$ cat config.mk
export PLATFORM = sky130hd
export DESIGN_NAME = uart_rx_core_flat
export DESIGN_NICKNAME = d
export VERILOG_FILES = /design/src/rtl/uart_rx_core_if.sv /design/src/rtl/uart_rx_core.sv /design/src/flat_wrapper.sv
export SDC_FILE = /design/constraint.sdc
export NUM_CORES = 1
export LEC_CHECK = 0
export CORE_ASPECT_RATIO = 1.75
export CORE_MARGIN = 3
export CORE_UTILIZATION = 48
export CTS_CLUSTER_DIAMETER = 40
export CTS_CLUSTER_SIZE = 20
export DETAILED_ROUTE_END_ITERATION = 10
export PLACE_DENSITY = 0.69
export SLEW_MARGIN = 10
export SYNTH_ARGS = -nofsm -noshare
export SYNTH_HDL_FRONTEND = slang
export SYNTH_SLANG_ARGS = --single-unit
$ cat constraint.sdc
create_clock -name CLK -period 2.3 [get_ports CLK]
set_input_delay 0.345 -clock CLK [delete_from_list [all_inputs] [get_ports CLK]]
set_output_delay 0.345 -clock CLK [all_outputs]
set_load 0.005 [all_outputs]
$ cat src/rtl/uart_rx_core_if.sv
// -----------------------------------------------------------------------------
// uart_rx_core_if
// Groups the serial line, frame configuration and receive result signals of
// the UART receiver into one bundle.
//
// Signals
//   RX_IN       serial line, idle high (driven by the line / transmitter side)
//   PAR_EN      1 = frame carries a parity bit
//   PAR_TYP     0 = even parity, 1 = odd parity
//   PRESCALE    oversampling clocks per bit (even, 8..2**PRESCALE_W-2)
//   P_DATA      last good received word
//   DATA_VALID  1-cycle strobe, P_DATA updated with a good frame
//   PAR_ERR     1-cycle strobe, parity mismatch, frame dropped
//   STP_ERR     1-cycle strobe, stop bit sampled low, frame dropped
//
// Modports
//   master  side that drives the line and configuration, consumes results
//   slave   the receiver core
// -----------------------------------------------------------------------------
interface uart_rx_core_if #(
    parameter int DATA_WIDTH = 8,
    parameter int PRESCALE_W = 6
);
    logic                  RX_IN;
    logic                  PAR_EN;
    logic                  PAR_TYP;
    logic [PRESCALE_W-1:0] PRESCALE;
    logic [DATA_WIDTH-1:0] P_DATA;
    logic                  DATA_VALID;
    logic                  PAR_ERR;
    logic                  STP_ERR;

    modport master (
        output RX_IN,
        output PAR_EN,
        output PAR_TYP,
        output PRESCALE,
        input  P_DATA,
        input  DATA_VALID,
        input  PAR_ERR,
        input  STP_ERR
    );

    modport slave (
        input  RX_IN,
        input  PAR_EN,
        input  PAR_TYP,
        input  PRESCALE,
        output P_DATA,
        output DATA_VALID,
        output PAR_ERR,
        output STP_ERR
    );
endinterface

$ cat src/rtl/uart_rx_core.sv
// -----------------------------------------------------------------------------
// uart_rx_core
// Serial-to-parallel UART receiver. Oversamples RX_IN at PRESCALE clocks per
// bit and accepts 1 start bit, DATA_WIDTH data bits (LSB first), an optional
// parity bit and 1 stop bit. A good frame updates P_DATA with a one-cycle
// DATA_VALID strobe; a bad frame is dropped with a one-cycle PAR_ERR or
// STP_ERR strobe (STP_ERR wins when both apply).
//
// Ports
//   CLK   oversampling clock (PRESCALE x bit rate)
//   RST   asynchronous, active-low reset
//   bus   uart_rx_core_if.slave: RX_IN, PAR_EN, PAR_TYP, PRESCALE in;
//         P_DATA, DATA_VALID, PAR_ERR, STP_ERR out (all outputs registered)
//
// Build option
//   UART_RX_MAJORITY_EN  when defined, every bit is the majority of the
//                        samples at edge PRESCALE/2-1, /2, /2+1 (decided at
//                        /2+1). When undefined, one sample at PRESCALE/2.
//                        Frame and strobe timing are the same in both builds.
// -----------------------------------------------------------------------------
module uart_rx_core #(
    parameter int DATA_WIDTH = 8,
    parameter int PRESCALE_W = 6
) (
    input  logic          CLK,
    input  logic          RST,
    uart_rx_core_if.slave bus
);

    localparam int BCW = $clog2(DATA_WIDTH + 1);

    typedef enum logic [2:0] {
        ST_IDLE   = 3'd0,
        ST_START  = 3'd1,
        ST_DATA   = 3'd2,
        ST_PARITY = 3'd3,
        ST_STOP   = 3'd4
    } state_e;

`ifdef UART_RX_MAJORITY_EN
    // 2-of-3 vote used to reject single-cycle glitches around the sample point.
    function automatic logic maj3(input logic a, input logic b, input logic c);
        return (a & b) | (a & c) | (b & c);
    endfunction
`endif

    // Synchroniser and its fill tracker: the flops reset to 1, so the first
    // two post-reset values of rx_s are not real line samples.
    logic                  rx_meta_q, rx_meta_d;
    logic                  rx_sync_q, rx_sync_d;
    logic [1:0]            sync_fill_q, sync_fill_d;
    logic                  rx_s;

    // Frame control
    state_e                state_q, state_d;
    logic                  armed_q, armed_d;
    logic [PRESCALE_W-1:0] edge_cnt_q, edge_cnt_d;
    logic [BCW-1:0]        bit_cnt_q, bit_cnt_d;

    // Configuration frozen at start detection
    logic                  par_en_q, par_en_d;
    logic                  par_typ_q, par_typ_d;
    logic [PRESCALE_W-1:0] prescale_q, prescale_d;

    // Datapath
    logic [DATA_WIDTH-1:0] shift_q, shift_d;
    logic                  bit_val_q, bit_val_d;
    logic                  par_bad_q, par_bad_d;
`ifdef UART_RX_MAJORITY_EN
    logic [1:0]            samp_q, samp_d;
`endif

    // Registered outputs
    logic [DATA_WIDTH-1:0] p_data_q, p_data_d;
    logic                  data_valid_q, data_valid_d;
    logic                  par_err_q, par_err_d;
    logic                  stp_err_q, stp_err_d;

    // Bit timing helpers derived from the frozen prescale value
    logic [PRESCALE_W-1:0] half_s;
    logic [PRESCALE_W-1:0] last_s;
    logic                  bit_end_s;

    assign rx_s      = rx_sync_q;
    assign half_s    = {1'b0, prescale_q[PRESCALE_W-1:1]};
    assign last_s    = prescale_q - {{(PRESCALE_W-1){1'b0}}, 1'b1};
    assign bit_end_s = (edge_cnt_q == last_s);

    // Synchroniser next-state: shift the line in, and count two fills.
    always_comb begin
        rx_meta_d   = bus.RX_IN;
        rx_sync_d   = rx_meta_q;
        sync_fill_d = {sync_fill_q[0], 1'b1};
    end

    // Bit sampling: latch the value of the current bit before its end.
    always_comb begin
        bit_val_d = bit_val_q;
`ifdef UART_RX_MAJORITY_EN
        samp_d = samp_q;
        if (state_q == ST_IDLE) begin
            samp_d = samp_q;
        end else if (edge_cnt_q == (half_s - {{(PRESCALE_W-1){1'b0}}, 1'b1})) begin
            samp_d[0] = rx_s;
        end else if (edge_cnt_q == half_s) begin
            samp_d[1] = rx_s;
        end else if (edge_cnt_q == (half_s + {{(PRESCALE_W-1){1'b0}}, 1'b1})) begin
            bit_val_d = maj3(samp_q[0], samp_q[1], rx_s);
        end else begin
            bit_val_d = bit_val_q;
        end
`else
        if ((state_q != ST_IDLE) && (edge_cnt_q == half_s)) begin
            bit_val_d = rx_s;
        end else begin
            bit_val_d = bit_val_q;
        end
`endif
    end

    // Frame FSM next-state, counters, datapath and output strobes.
    always_comb begin
        state_d      = state_q;
        armed_d      = armed_q;
        edge_cnt_d   = edge_cnt_q;
        bit_cnt_d    = bit_cnt_q;
        par_en_d     = par_en_q;
        par_typ_d    = par_typ_q;
        prescale_d   = prescale_q;
        shift_d      = shift_q;
        par_bad_d    = par_bad_q;
        p_data_d     = p_data_q;
        data_valid_d = 1'b0;
        par_err_d    = 1'b0;
        stp_err_d    = 1'b0;

        // Arm only on a genuine idle-high sample seen while waiting.
        if ((state_q == ST_IDLE) && sync_fill_q[1] && rx_s) begin
            armed_d = 1'b1;
        end else begin
            armed_d = armed_q;
        end

        // Edge counter runs over 0..PRESCALE-1 inside a frame, held at 0 in IDLE.
        if (state_q == ST_IDLE) begin
            edge_cnt_d = '0;
        end else if (bit_end_s) begin
            edge_cnt_d = '0;
        end else begin
            edge_cnt_d = edge_cnt_q + {{(PRESCALE_W-1){1'b0}}, 1'b1};
        end

        case (state_q)
            ST_IDLE: begin
                if (armed_q && !rx_s) begin
                    // The detect cycle is edge 0 of the start bit, so the
                    // counter moves on to 1; this keeps back-to-back frames
                    // free of any per-frame cycle drift.
                    state_d    = ST_START;
                    edge_cnt_d = {{(PRESCALE_W-1){1'b0}}, 1'b1};
                    bit_cnt_d  = '0;
                    par_en_d   = bus.PAR_EN;
                    par_typ_d  = bus.PAR_TYP;
                    prescale_d = bus.PRESCALE;
                    par_bad_d  = 1'b0;
                end else begin
                    state_d = ST_IDLE;
                end
            end

            ST_START: begin
                if (bit_end_s) begin
                    // A start bit that reads high at the sample point is a glitch.
                    if (bit_val_q) begin
                        state_d = ST_IDLE;
                    end else begin
                        state_d = ST_DATA;
                    end
                end else begin
                    state_d = ST_START;
                end
            end

            ST_DATA: begin
                if (bit_end_s) begin
                    shift_d = {bit_val_q, shift_q[DATA_WIDTH-1:1]};
                    if (bit_cnt_q == BCW'(DATA_WIDTH - 1)) begin
                        bit_cnt_d = '0;
                        state_d   = par_en_q ? ST_PARITY : ST_STOP;
                    end else begin
                        bit_cnt_d = bit_cnt_q + {{(BCW-1){1'b0}}, 1'b1};
                    end
                end else begin
                    state_d = ST_DATA;
                end
            end

            ST_PARITY: begin
                if (bit_end_s) begin
                    par_bad_d = bit_val_q ^ (^shift_q) ^ par_typ_q;
                    state_d   = ST_STOP;
                end else begin
                    state_d = ST_PARITY;
                end
            end

            ST_STOP: begin
                if (bit_end_s) begin
                    state_d = ST_IDLE;
                    if (!bit_val_q) begin
                        // Low stop bit: possibly a break, so wait for the
                        // line to return high before accepting a new start.
                        stp_err_d = 1'b1;
                        armed_d   = 1'b0;
                    end else if (par_bad_q) begin
                        par_err_d = 1'b1;
                    end else begin
                        data_valid_d = 1'b1;
                        p_data_d     = shift_q;
                    end
                end else begin
                    state_d = ST_STOP;
                end
            end

            default: begin
                state_d    = ST_IDLE;
                edge_cnt_d = '0;
                bit_cnt_d  = '0;
            end
        endcase
    end

    // State and datapath registers with asynchronous active-low reset.
    always_ff @(posedge CLK or negedge RST) begin
        if (!RST) begin
            rx_meta_q    <= 1'b1;
            rx_sync_q    <= 1'b1;
            sync_fill_q  <= 2'b00;
            state_q      <= ST_IDLE;
            armed_q      <= 1'b0;
            edge_cnt_q   <= '0;
            bit_cnt_q    <= '0;
            par_en_q     <= 1'b0;
            par_typ_q    <= 1'b0;
            prescale_q   <= '0;
            shift_q      <= '0;
            bit_val_q    <= 1'b0;
            par_bad_q    <= 1'b0;
`ifdef UART_RX_MAJORITY_EN
            samp_q       <= 2'b00;
`endif
            p_data_q     <= '0;
            data_valid_q <= 1'b0;
            par_err_q    <= 1'b0;
            stp_err_q    <= 1'b0;
        end else begin
            rx_meta_q    <= rx_meta_d;
            rx_sync_q    <= rx_sync_d;
            sync_fill_q  <= sync_fill_d;
            state_q      <= state_d;
            armed_q      <= armed_d;
            edge_cnt_q   <= edge_cnt_d;
            bit_cnt_q    <= bit_cnt_d;
            par_en_q     <= par_en_d;
            par_typ_q    <= par_typ_d;
            prescale_q   <= prescale_d;
            shift_q      <= shift_d;
            bit_val_q    <= bit_val_d;
            par_bad_q    <= par_bad_d;
`ifdef UART_RX_MAJORITY_EN
            samp_q       <= samp_d;
`endif
            p_data_q     <= p_data_d;
            data_valid_q <= data_valid_d;
            par_err_q    <= par_err_d;
            stp_err_q    <= stp_err_d;
        end
    end

    assign bus.P_DATA     = p_data_q;
    assign bus.DATA_VALID = data_valid_q;
    assign bus.PAR_ERR    = par_err_q;
    assign bus.STP_ERR    = stp_err_q;

endmodule

$ cat src/flat_wrapper.sv
// flat-port wrapper written by rule: the top's interface ports become plain ports
module uart_rx_core_flat 
#(
    parameter int DATA_WIDTH = 8,
    parameter int PRESCALE_W = 6
)
  (CLK, RST, bus_RX_IN, bus_PAR_EN, bus_PAR_TYP, bus_PRESCALE, bus_P_DATA, bus_DATA_VALID, bus_PAR_ERR, bus_STP_ERR);
  uart_rx_core_if #(.DATA_WIDTH(DATA_WIDTH), .PRESCALE_W(PRESCALE_W)) bus_i ();
  input  logic CLK;
  input  logic RST;
  input wire logic [$bits(bus_i.RX_IN)-1:0] bus_RX_IN;
  input wire logic [$bits(bus_i.PAR_EN)-1:0] bus_PAR_EN;
  input wire logic [$bits(bus_i.PAR_TYP)-1:0] bus_PAR_TYP;
  input wire logic [$bits(bus_i.PRESCALE)-1:0] bus_PRESCALE;
  output wire logic [$bits(bus_i.P_DATA)-1:0] bus_P_DATA;
  output wire logic [$bits(bus_i.DATA_VALID)-1:0] bus_DATA_VALID;
  output wire logic [$bits(bus_i.PAR_ERR)-1:0] bus_PAR_ERR;
  output wire logic [$bits(bus_i.STP_ERR)-1:0] bus_STP_ERR;
  assign bus_i.RX_IN = bus_RX_IN;
  assign bus_i.PAR_EN = bus_PAR_EN;
  assign bus_i.PAR_TYP = bus_PAR_TYP;
  assign bus_i.PRESCALE = bus_PRESCALE;
  assign bus_P_DATA = bus_i.P_DATA;
  assign bus_DATA_VALID = bus_i.DATA_VALID;
  assign bus_PAR_ERR = bus_i.PAR_ERR;
  assign bus_STP_ERR = bus_i.STP_ERR;
  uart_rx_core #(.DATA_WIDTH(DATA_WIDTH), .PRESCALE_W(PRESCALE_W)) u_core (.CLK(CLK), .RST(RST), .bus(bus_i));
endmodule
# After elaboration in Yosys (flattened, before gate mapping)
# Index checks and enable logic that the tools add are counted.
[op_classes]
n_mux = 35
reduce_logical = 16
n_bitwise = 4
n_eq_ne = 11
add_sub_neg = 3
[ops]
columns = ["op", "count"]
rows = [
  ["1-bit two-way mux", 18],
  ["6-bit two-way mux", 3],
  ["3-bit two-way mux", 5],
  ["3-bit one-hot mux with 5 select lines", 1],
  ["4-bit two-way mux", 3],
  ["4-bit one-hot mux with 3 select lines", 1],
  ["6-bit one-hot mux with 2 select lines", 1],
  ["8-bit parity", 1],
  ["6-bit by 1-bit adder with 6-bit output (second input constant)", 1],
  ["3-bit by 2-bit equality test with 1-bit output (second input constant)", 2],
  ["6-bit by 5-bit equality test with 1-bit output", 1],
  ["6-bit equality test", 1],
  ["3-bit AND reduction", 2],
  ["6-bit by 1-bit subtractor with 6-bit output (second input constant)", 1],
  ["4-bit by 1-bit adder with 4-bit output (second input constant)", 1],
  ["4-bit by 3-bit equality test with 1-bit output (second input constant)", 1],
  ["1-bit logical AND", 4],
  ["2-bit two-way mux", 2],
  ["2-bit by 1-bit != test with 1-bit output (second input constant)", 2],
  ["2-bit AND reduction", 2],
  ["4-bit AND reduction", 1],
  ["4-bit OR reduction", 1],
  ["3-bit by 1-bit equality test with 1-bit output (second input constant)", 1],
  ["3-bit equality test (second input constant)", 1],
  ["other kinds (10)", 12],
]
[totals]
ff_bits = 47

# Logic depth before layout (Yosys ltp)
# Gate-level depths: netlist (run 1).
[depth]
ltp_word = 7
ltp_mapped = 8
ltp_nobuf = 7

# Least setup slack after synthesis (run 1)
# OpenSTA, ideal clock, no wires.
[synth_timing]
kind = "register -> register"
startpoint = "register u_core.prescale_q[0]"
endpoint = "register u_core.p_data_q[0], in the netlist u_core.bus.P_DATA[0]"
setup_slack_ps = 174
t_arrival_ps = 2001
synth_period_minus_slack_ps = 2126
setup_time_ps = 125
n_path_buf = 1
path_stages_with_launch = 9
required_ps = 2175
cell_sequence = "dfrtp_1 -> inv_1 -> ha_1 -> nor2b_1 -> or3_1 -> a31oi_1 -> buf_2 -> nand3_4 -> mux2_4"
[synth_between]
elab_chain_len = 3
[synth_lines]
columns = ["item", "line", "text"]
rows = [
  ["from (decl)", "uart_rx_core.sv:63", "logic [PRESCALE_W-1:0] prescale_q, prescale_d;"],
  ["from (signal assigned)", "uart_rx_core.sv:267", "prescale_q <= prescale_d;"],
  ["6-bit by 1-bit subtractor with 6-bit output", "uart_rx_core.sv:86", "assign last_s = prescale_q - {{(PRESCALE_W-1){1'b0}}, 1'b1};"],
  ["6-bit equality test", "uart_rx_core.sv:87", "assign bit_end_s = (edge_cnt_q == last_s);"],
  ["4-bit AND reduction (no source line)", "--", ""],
  ["to (signal assigned)", "uart_rx_core.sv:274", "p_data_q <= p_data_d;"],
  ["to (decl)", "uart_rx_core.sv:74", "logic [DATA_WIDTH-1:0] p_data_q, p_data_d;"],
]
# Every way passes these cells.
# A chain may end at the register's enable or synchronous reset.

# Worst setup path in the final report (run 1)
[layout_timing]
startpoint = "register u_core.prescale_q[1]"
endpoint = "register u_core.edge_cnt_q[0]"
[layout_between]
elab_chain_len = 6
[layout_lines]
columns = ["item", "line", "text"]
rows = [
  ["6-bit by 1-bit subtractor with 6-bit output (*)", "uart_rx_core.sv:86", ""],
  ["6-bit equality test (*)", "uart_rx_core.sv:87", ""],
  ["6-bit two-way mux (*)", "uart_rx_core.sv:147", "end else if (bit_end_s) begin"],
  ["6-bit two-way mux (*)", "uart_rx_core.sv:145", "if (state_q == ST_IDLE) begin"],
  ["6-bit two-way mux", "uart_rx_core.sv:155", "if (armed_q && !rx_s) begin"],
  ["6-bit one-hot mux with 2 select lines (*)", "uart_rx_core.sv:153", "case (state_q)"],
  ["via u_core.edge_cnt_d[0]", "uart_rx_core.sv:57", "logic [PRESCALE_W-1:0] edge_cnt_q, edge_cnt_d;"],
  ["to (signal assigned)", "uart_rx_core.sv:263", "edge_cnt_q <= edge_cnt_d;"],
  ["to (decl)", "uart_rx_core.sv:57", ""],
]
# The timed path passes the listed nets; every way through them passes the cells marked *.

==> flow_metrics.tcl, run 1 <==
set metrics [dict create \
    status "finished clean" \
    max_stage_delay_ns 0.55 \
    routedWlPerCell_um 15.9 \
    whs_ns 0.359 \
    wl_met2_mm 2.62 \
    ios 22 \
    cts_sinks 47 \
    peakVddDrop_mv 0.645 \
    htreeDepth 2 \
    synthXorXnorAreaFrac 0.0881 \
    netlist_instances 197 \
    synth_cell_type_count 50 \
    tritoncts "built" \
    cp-start-kind "register" \
    wl_mm 4.58 \
    final_cell_mix "45 x dfrtp_1, 20 x clkdlybuf4s50_1, 16 x mux2_2, 16 x buf_4, 13 x xnor2_1" \
    worstPathArrival_ns 2.41 \
    syn_nets 211 \
    hold_viol 0 \
    finalInstanceArea_mm2 0.00285 \
    via_count 1608 \
    fmax_ghz 0.452 \
    cp-end-kind "register" \
    whs_path_depth 0 \
    ant_nets 0 \
    fin_cells 288 \
    ys_seq_elements 47 \
    grt-ovfl-total 0 \
    p_per_area_mw_per_mm2 1030 \
    root_buffer "clkbuf_8" \
    fp.dieW_um 59.3 \
    grt_pass1_wl_mm 8.11 \
    dp_hpwl_mm 3.49 \
    yosysWarnings 0 \
    final_common_cell "dfrtp_1" \
    r2r-end "u_core.edge_cnt_q[0]" \
    min_to "u_core.rx_s" \
    finalSetupViolCount 0 \
    grt_pass1_vias 1779 \
    synth_mux_area_frac 0.145 \
    wl_met3_um 93 \
    critical_path.slowest_cell "or4_4" \
    min_period_ns 2.21 \
    finalPower_mw 2.93 \
    multi_input_area_mm2 0.00115 \
    rsz0062_at_grt "no" \
    drive_gt1_frac 0.271 \
    rrSetupSlack_ns 0.09 \
    dp_cells 278 \
    clk_pin_slew_worst_paths_ns 0.08 \
    synthToLayoutAreaGrowth_pct 19.4 \
    pre_cts_ws_ns 0.0996 \
    worst-path-buf-inv 1 \
    crit_fanout 9 \
    clk_latency_ns 0.29 \
    via_per_inst 5.58 \
    syn_avg_cell_area_um2 12.1 \
    worstHoldStart "u_core.rx_meta_q" \
    die_h_um 99.2 \
    skew_ns 0.00350 \
    crit_chain "or4_4 -> nor3_2 -> and4bb_1 -> and2_1 -> buf_4 -> o41ai_2" \
    die_area_mm2 0.00588 \
    track_usage 0.181 \
    gp_congestion 0.804 \
    antenna_found_initial 0 \
    synth-simple-area-share 0.151 \
    initial_core_util 0.502 \
    seq_area_mm2 0.00118 \
    wirelength_met1_mm 1.80 \
    hold_path_class "register to register" \
    fin_tns_setup_ns 0 \
    reg2reg_depth 6 \
    nets 249 \
    path_class "register to register" \
    grt_max_degree 21 \
    initialDrtViolationCount 45 \
    r2r-start "u_core.prescale_q[1]" \
    path_delay_family "simple AND/OR/NAND/NOR gates" \
    num_antenna_cells 0 \
    drc 0 \
    highest_layer "met4" \
    synth_area_mm2 0.00238 \
    drt-pass1-iter-count 4 \
    rows 33 \
    design.core.area_mm2 0.00475 \
    fin_ws_ns 0.0857 \
    min_period_over_period 0.963 \
    placed_area_mm2 0.00272 \
    crit_required_ns 2.49 \
    synth_top_family_by_area "simple AND/OR/NAND/NOR gates" \
    clockBufferDepth 2 \
    cts_inserted_buffers 5 \
    nFillCells 394 \
    maxCapViolCount 0 \
    maxSlewViolCount 0 \
    utilization 0.600 \
    yosysSeqAreaShare 0.494 \
    portBuffers 21 \
    synth-compound-area-share 0.0782 \
    synth_fa_ha_area_frac 0.0157 \
    power_leakage_nw 1.28 \
]
state kept, by name, summed over array words and instances (netlist names), 2 cells and up:
| signal | count |
|---|---|
| u_core.shift_q | 8 |
| u_core.edge_cnt_q | 6 |
| u_core.bit_cnt_q | 4 |
| u_core.prescale_q | 6 |
| u_core.state_q | 3 |
| u_core.bus.P_DATA | 8 |
| u_core.sync_fill_q | 2 |
where the power goes:
part	total, mW	switching, mW	internal [mW]
sequential	1.19	0.208	0.985
clock	0.537	0.263	0.275
combinational	1.19	0.582	0.613
area by class of cell:
class	count	area share
inverter	5	0.00659
timing repair buffer	38	0.118
tap	52	0.0228
sequential	47	0.414
clock buffer	8	0.0351
multi-input combinational	138	0.404
worst max-delay path by stage:
stage	startpoint	endpoint	slack [ns]	cells after the start
2_1_floorplan	u_core.prescale_q[0]	u_core.bus.P_DATA[0]	0.17	8
3_3_place_gp	u_core.prescale_q[1]	u_core.edge_cnt_q[5]	0.16	6
3_5_place_dp	u_core.prescale_q[0]	u_core.bus.P_DATA[6]	0.1	8
4_1_cts	u_core.prescale_q[0]	u_core.bus.P_DATA[0]	0.08	8
5_1_grt	u_core.prescale_q[1]	u_core.edge_cnt_q[3]	0.003	6
6_report	u_core.prescale_q[1]	u_core.edge_cnt_q[0]	0.09	6
kinds of logic (layout without fill, tap and decap cells):
| family | Yosys count | in the layout |
|---|---|---|
| XOR/XNOR | 24 | 24 |
| buffers and inverters | 12 | 51 |
| AO/OA/AOI/OAI | 26 | 26 |
| other | 1 | 1 |
| flip-flops | 47 | 47 |
| AND/OR/NAND/NOR | 56 | 56 |
| adder cells (fa/ha/maj) | 3 | 3 |
| multiplexers | 28 | 28 |
worst register-to-register path: cells and delay by family (launching register included):
| kind | cells | cell delay (ns) |
|---|---|---|
| AND/OR/NAND/NOR | 4 | 1.22 |
| flip-flops | 1 | 0.41 |
| buffers and inverters | 1 | 0.17 |
| AO/OA/AOI/OAI | 1 | 0.32 |
routing by layer:
layer | up-vias | GRT usage
li1 | 776 | -
met1 | 810 | 0.202
met2 | 17 | 0.330
met3 | 5 | 0.0312
met4 | 0 | 0.0593
met5 | - | 0
cells in the mapped netlist, drive strengths merged:
cell type	n	area [um^2]
inv	5	18.8
o41ai	1	16.3
nand2	12	45.0
dfstp	2	52.6
or3	1	6.26
or3b	1	8.76
nand3	6	55.1
xnor2	13	114
o21a	2	15.0
and2	2	12.5
or4	1	11.3
nand4	2	12.5
o211ai	1	7.51
xor2	11	96.3
nor4b	1	15.0
and3b	1	8.76
ha	3	37.5
a31oi	3	18.8
conb	1	3.75
mux2i	2	20.0
nor3	8	50.1
a21o	1	7.51
a31o	3	26.3
mux2	26	327
and3	1	6.26
clkbuf	3	12.5
nand3b	1	7.51
nand2b	2	12.5
a21oi	3	15.0
a32o	1	10.0
buf	4	31.3
dfrtp	45	1130
o21ai	7	35.0
nor3b	2	20.0
nor2	5	18.8
nor2b	4	25.0
a41o	1	10.0
a21boi	1	7.51
a41oi	2	17.5
and4bb	1	12.5
nor4	5	31.3
timing repair:
action | CTS | global route
hold endpoints to repair | 18 | 0
hold buffers | 1 | 0
endpoints found under the setup margin | 0 | 20
gates resized for setup | 0 | 1
setup buffers | 0 | 1
No activity file was read; power rests on OpenSTA's default activity.
==> run 2, diff against run 1 <==
Settings changed: MAX_ROUTING_LAYER set to met4.
==> run 2 against run 1 <==
Via count fell by 0.19%. Die area unchanged. Worst setup slack got worse by 0.0037 ns. Maximum frequency fell by 0.17%. Global-route usage increased by 0.54 points. Critical path depth stayed put. Largest power group unchanged. Power barely moved.
==> flow_metrics.tcl, run 2 (same netlist as run 1, synthesis figures left out) <==
set metrics [dict create \
    grt-ovfl-total 0 \
    via_per_inst 5.57 \
    critical_path.slowest_cell "or4_4" \
    track_usage 0.186 \
    crit_start "u_core.prescale_q[1]" \
    clk_pin_slew_worst_paths_ns 0.08 \
    fp.dieW_um 59.3 \
    finalSetupViolCount 0 \
    portBuffers 21 \
    tritoncts "built" \
    htreeDepth 2 \
    wl_met2_mm 2.63 \
    power_leakage_nw 1.28 \
    nets 249 \
    dp_cells 278 \
    final_cell_mix "45 x dfrtp_1, 20 x clkdlybuf4s50_1, 16 x mux2_2, 16 x buf_4, 13 x xnor2_1" \
    cts_sinks 47 \
    path_delay_family "simple AND/OR/NAND/NOR gates" \
    wl_met3_um 75 \
    p_per_area_mw_per_mm2 1030 \
    min_period_over_period 0.964 \
    final_common_cell "dfrtp_1" \
    fin_tns_setup_ns 0 \
    fmax_ghz 0.451 \
    min_period_ns 2.22 \
    clockBufferDepth 2 \
    grt_pass1_vias 1776 \
    rows 33 \
    utilization 0.600 \
    die_h_um 99.2 \
    gp_congestion 0.815 \
    max_stage_delay_ns 0.55 \
    maxCapViolCount 0 \
    highest_layer "met4" \
    grt_pass1_wl_mm 8.12 \
    ios 22 \
    drc 0 \
    hold_viol 0 \
    skew_ns 0.00290 \
    initial_core_util 0.502 \
    path_class "register to register" \
    wirelength_met1_mm 1.80 \
    rsz0062_at_grt "no" \
    antenna_found_initial 0 \
    drive_gt1_frac 0.271 \
    via_count 1605 \
    die_area_mm2 0.00588 \
    design.core.area_mm2 0.00475 \
    crit_required_ns 2.49 \
    root_buffer "clkbuf_8" \
    status "finished clean" \
    grt_max_degree 21 \
    routedWlPerCell_um 15.9 \
    r2r-start "u_core.prescale_q[1]" \
    num_antenna_cells 0 \
    cp-end-kind "register" \
    synthToLayoutAreaGrowth_pct 19.4 \
    wl_mm 4.57 \
    drt-pass1-iter-count 4 \
    worst-path-buf-inv 1 \
    maxSlewViolCount 0 \
    worstHoldStart "u_core.rx_meta_q" \
    dp_hpwl_mm 3.49 \
    cp-start-kind "register" \
    crit_chain "or4_4 -> nor3_2 -> and4bb_1 -> and2_1 -> buf_4 -> o41ai_2" \
    peakVddDrop_mv 0.644 \
    worstPathArrival_ns 2.41 \
    cts_inserted_buffers 5 \
    ant_nets 0 \
    hold_path_class "register to register" \
    crit_fanout 9 \
    initialDrtViolationCount 37 \
    clk_latency_ns 0.29 \
    fin_cells 288 \
]
## run 2: power by group
| part | switching [mW] | leakage, nW | internal, mW | total (mW) |
|---|---|---|---|---|
| clock | 0.264 | 0.0515 | 0.275 | 0.539 |
| sequential | 0.209 | 0.610 | 0.985 | 1.19 |
| combinational | 0.580 | 0.617 | 0.613 | 1.19 |
| total | 1.05 | 1.28 | 1.87 | 2.93 |
## run 2: layout make-up
cell class / count / area [um^2]
fillers: 394 / 1900
flip-flops and latches: 47 / 1180
multi-input cells: 138 / 1150
repair buffers: 38 / 335
clock buffers: 8 / 100
well taps: 52 / 65.1
inverters: 5 / 18.8
## run 2: what timing repair did
action | 4_1_cts | 5_1_grt
buffers inserted | 0 | 1
endpoints found under the hold margin | 18 | 0
hold buffers | 1 | 0
gates resized for setup | 0 | 1
endpoints found under the setup margin | 0 | 20
## run 2: worst paths after layout
path | slack, ns | end | depth (start not counted)
worst max register to register | 0.08 | u_core.edge_cnt_q[0] | 6
worst min register to register | 0.36 | u_core.rx_s | 0
worst max-delay path | 0.08 | u_core.edge_cnt_q[0] | 6
min in group asynchronous | 0.51 | u_core.prescale_q[5] | 2
worst min-delay path | 0.36 | u_core.rx_s | 0
max in group asynchronous | 1.15 | u_core.rx_meta_q | 3
## run 2: layer usage
metal	vias to the layer above	track usage
met3	5	0.0273
met5	-	-
met1	806	0.206
met4	0	0.0593
met2	19	0.330
li1	775	-
## run 2: per-stage QoR
step	hold slack (ns)	setup WS (ns)	total power, mW	cell area (um^2)
2_1_floorplan	0.0494	0.174	2.02	2380
3_3_place_gp	0.302	0.158	2.35	2720
3_5_place_dp	0.305	0.0996	2.36	2720
4_1_cts	0.362	0.0783	2.91	2830
5_1_grt	0.367	0.00514	3.14	2850
6_report	0.359	0.0819	2.93	2850
==> run 3, diff against run 2 <==
Settings changed: ABC_AREA set to 0, CAP_MARGIN set to 30.
Clock period 2.3 ns to 2.85 ns, I/O delays scaled along.
==> run 3 against run 2 <==
Clock skew grew 0.0042 ns. Clock-buffer cell count shrank 2. Combinational power shrank 31%. Register-to-register slack gained 0.42 ns. Design area shrank 2.3%. Sequential cell count is the same. Global-route usage shrank 0.22 points. Wire length grew 0.57%. Die area is the same. Sequential share of layout area grew 0.99 points. Hold slack lost 0.23 ns. Critical endpoint is now u_core.state_q[2]. Largest cell class unchanged. Largest power group unchanged.
==> flow_metrics.tcl, run 3 (same netlist as run 1, synthesis figures left out) <==
set metrics [dict create \
    via_per_inst 5.54 \
    wl_mm 4.60 \
    initialDrtViolationCount 35 \
    crit_start "u_core.prescale_q[0]" \
    reg2reg_depth 6 \
    crit_required_ns 3.08 \
    fp.dieW_um 59.3 \
    r2r-end "u_core.state_q[2]" \
    path_class "register to register" \
    p_seq_frac 0.429 \
    rrSetupSlack_ns 0.50 \
    hold_viol 0 \
    r2r-start "u_core.prescale_q[0]" \
    via_count 1540 \
    drc 0 \
    worst_pin_slew_ns 0.618 \
    maxCapViolCount 0 \
    slew_headroom 0.588 \
    gp_congestion 0.810 \
    internal_power_mw 1.49 \
    ant_nets 0 \
    worstPathArrival_ns 2.58 \
    hold_path_class "input port to async pin" \
    fmax_ghz 0.426 \
    initial_core_util 0.502 \
    final_common_cell "dfrtp_1" \
    pre_cts_ws_ns 0.502 \
    portBuffers 21 \
    min_period_over_period 0.824 \
    p_clk_frac 0.218 \
    clockBufferDepth 2 \
    nets 239 \
    grt_max_degree 28 \
    design.core.area_mm2 0.00475 \
    finalSetupViolCount 0 \
    min_period_ns 2.35 \
    clk_latency_ns 0.30 \
    routedWlPerCell_um 16.5 \
    final_cell_mix "45 x dfrtp_1, 20 x clkdlybuf4s50_1, 16 x mux2_2" \
    cts_setup_buffers 0 \
    cp-start-kind "register" \
    num_antenna_cells 0 \
    grt_pass1_wl_mm 8.01 \
    die_area_mm2 0.00588 \
    antenna_found_initial 0 \
    cp-end-kind "register" \
    grt-ovfl-total 0 \
    cts_sinks 47 \
    dp_hpwl_mm 3.38 \
    utilization 0.586 \
    root_buffer "clkbuf_8" \
    drt-pass1-iter-count 4 \
    endpoint "u_core.state_q[2]" \
    whs_ns 0.129 \
    p_switching_mw 0.842 \
    p_per_area_mw_per_mm2 840 \
    grt_pass1_vias 1673 \
    p_comb_frac 0.353 \
    status "finished clean" \
    tritoncts "built" \
    rsz0062_at_grt "no" \
    rows 33 \
    drive_gt1_frac 0.243 \
    swShare 0.361 \
    ios 22 \
    clk_pin_slew_worst_paths_ns 0.09 \
    maxSlewViolCount 0 \
    fin_tns_setup_ns 0 \
    hold_buffers 0 \
    peakVddDrop_mv 0.593 \
    cts_inserted_buffers 5 \
    die_h_um 99.2 \
    synthToLayoutAreaGrowth_pct 16.6 \
    crit_fanout 11 \
    htreeDepth 2 \
    track_usage 0.184 \
    cts_resized 0 \
    skew_ns 0.00708 \
    power_leakage_nw 1.24 \
    fin_ws_ns 0.502 \
]
## run 3: cell types whose count changed in the layout (fill, tap and decap cells not counted)
cell / previous run / this run
clkbuf_1: 1 / 0
a31oi_1: 2 / 3
bufinv_16: 0 / 1
dlygate4sd3_1: 1 / 0
buf_4: 16 / 7
clkbuf_8: 7 / 6
a31oi_2: 1 / 0
clkinv_2: 0 / 1
## run 3: cell type report
type	count	area, um^2
tap	52	65.1
clock buffer	6	82.6
fill	416	1970
sequential	47	1180
timing repair buffer	28	258
inverter	5	18.8
multi-input combinational	138	1140
clock inverter	2	35.0
## run 3: critical path, cell delays in order (launching register included)
cell      delay [ns]
dfrtp_1         0.45
or4_4           0.54
o21ai_1         0.12
and4bb_1        0.51
and2_1          0.28
buf_4           0.19
mux2i_1         0.19
## run 3: layer usage
metal  share of wire  global-route usage
met1            0.41               0.216
met2            0.55               0.304
met3           0.017              0.0273
met4           0.023              0.0785
met5               0                   -
## run 3: how the worst min path moves through the flow
stage | slack (ns) | startpoint | end | depth (start not counted)
global placement | 0.33 | u_core.sync_fill_q[0] | u_core.sync_fill_q[1] | 0
floorplan | 0.13 | RST | u_core.armed_q | 0
finish | 0.13 | RST | u_core.bus.STP_ERR | 1
detailed placement | 0.34 | u_core.sync_fill_q[0] | u_core.sync_fill_q[1] | 0
CTS | 0.15 | RST | u_core.prescale_q[5] | 1
global route | 0.17 | RST | u_core.bus.STP_ERR | 1
## run 3: through the flow
stage	area (um^2)	instances	power, mW
floorplan	2380	197	1.63
global placement	2660	270	1.82
detailed placement	2660	270	1.84
CTS	2780	278	2.35
global route	2780	278	2.50
finish	2780	278	2.34
## run 3: power by group through the flow
stage               sequential, mW  clock, mW  combinational, mW
finish                        1.00      0.510              0.825
global route                  1.03      0.545              0.928
CTS                           1.00      0.522              0.830
detailed placement            1.01          0              0.825
global placement              1.00          0              0.814
floorplan                    0.929          0              0.703
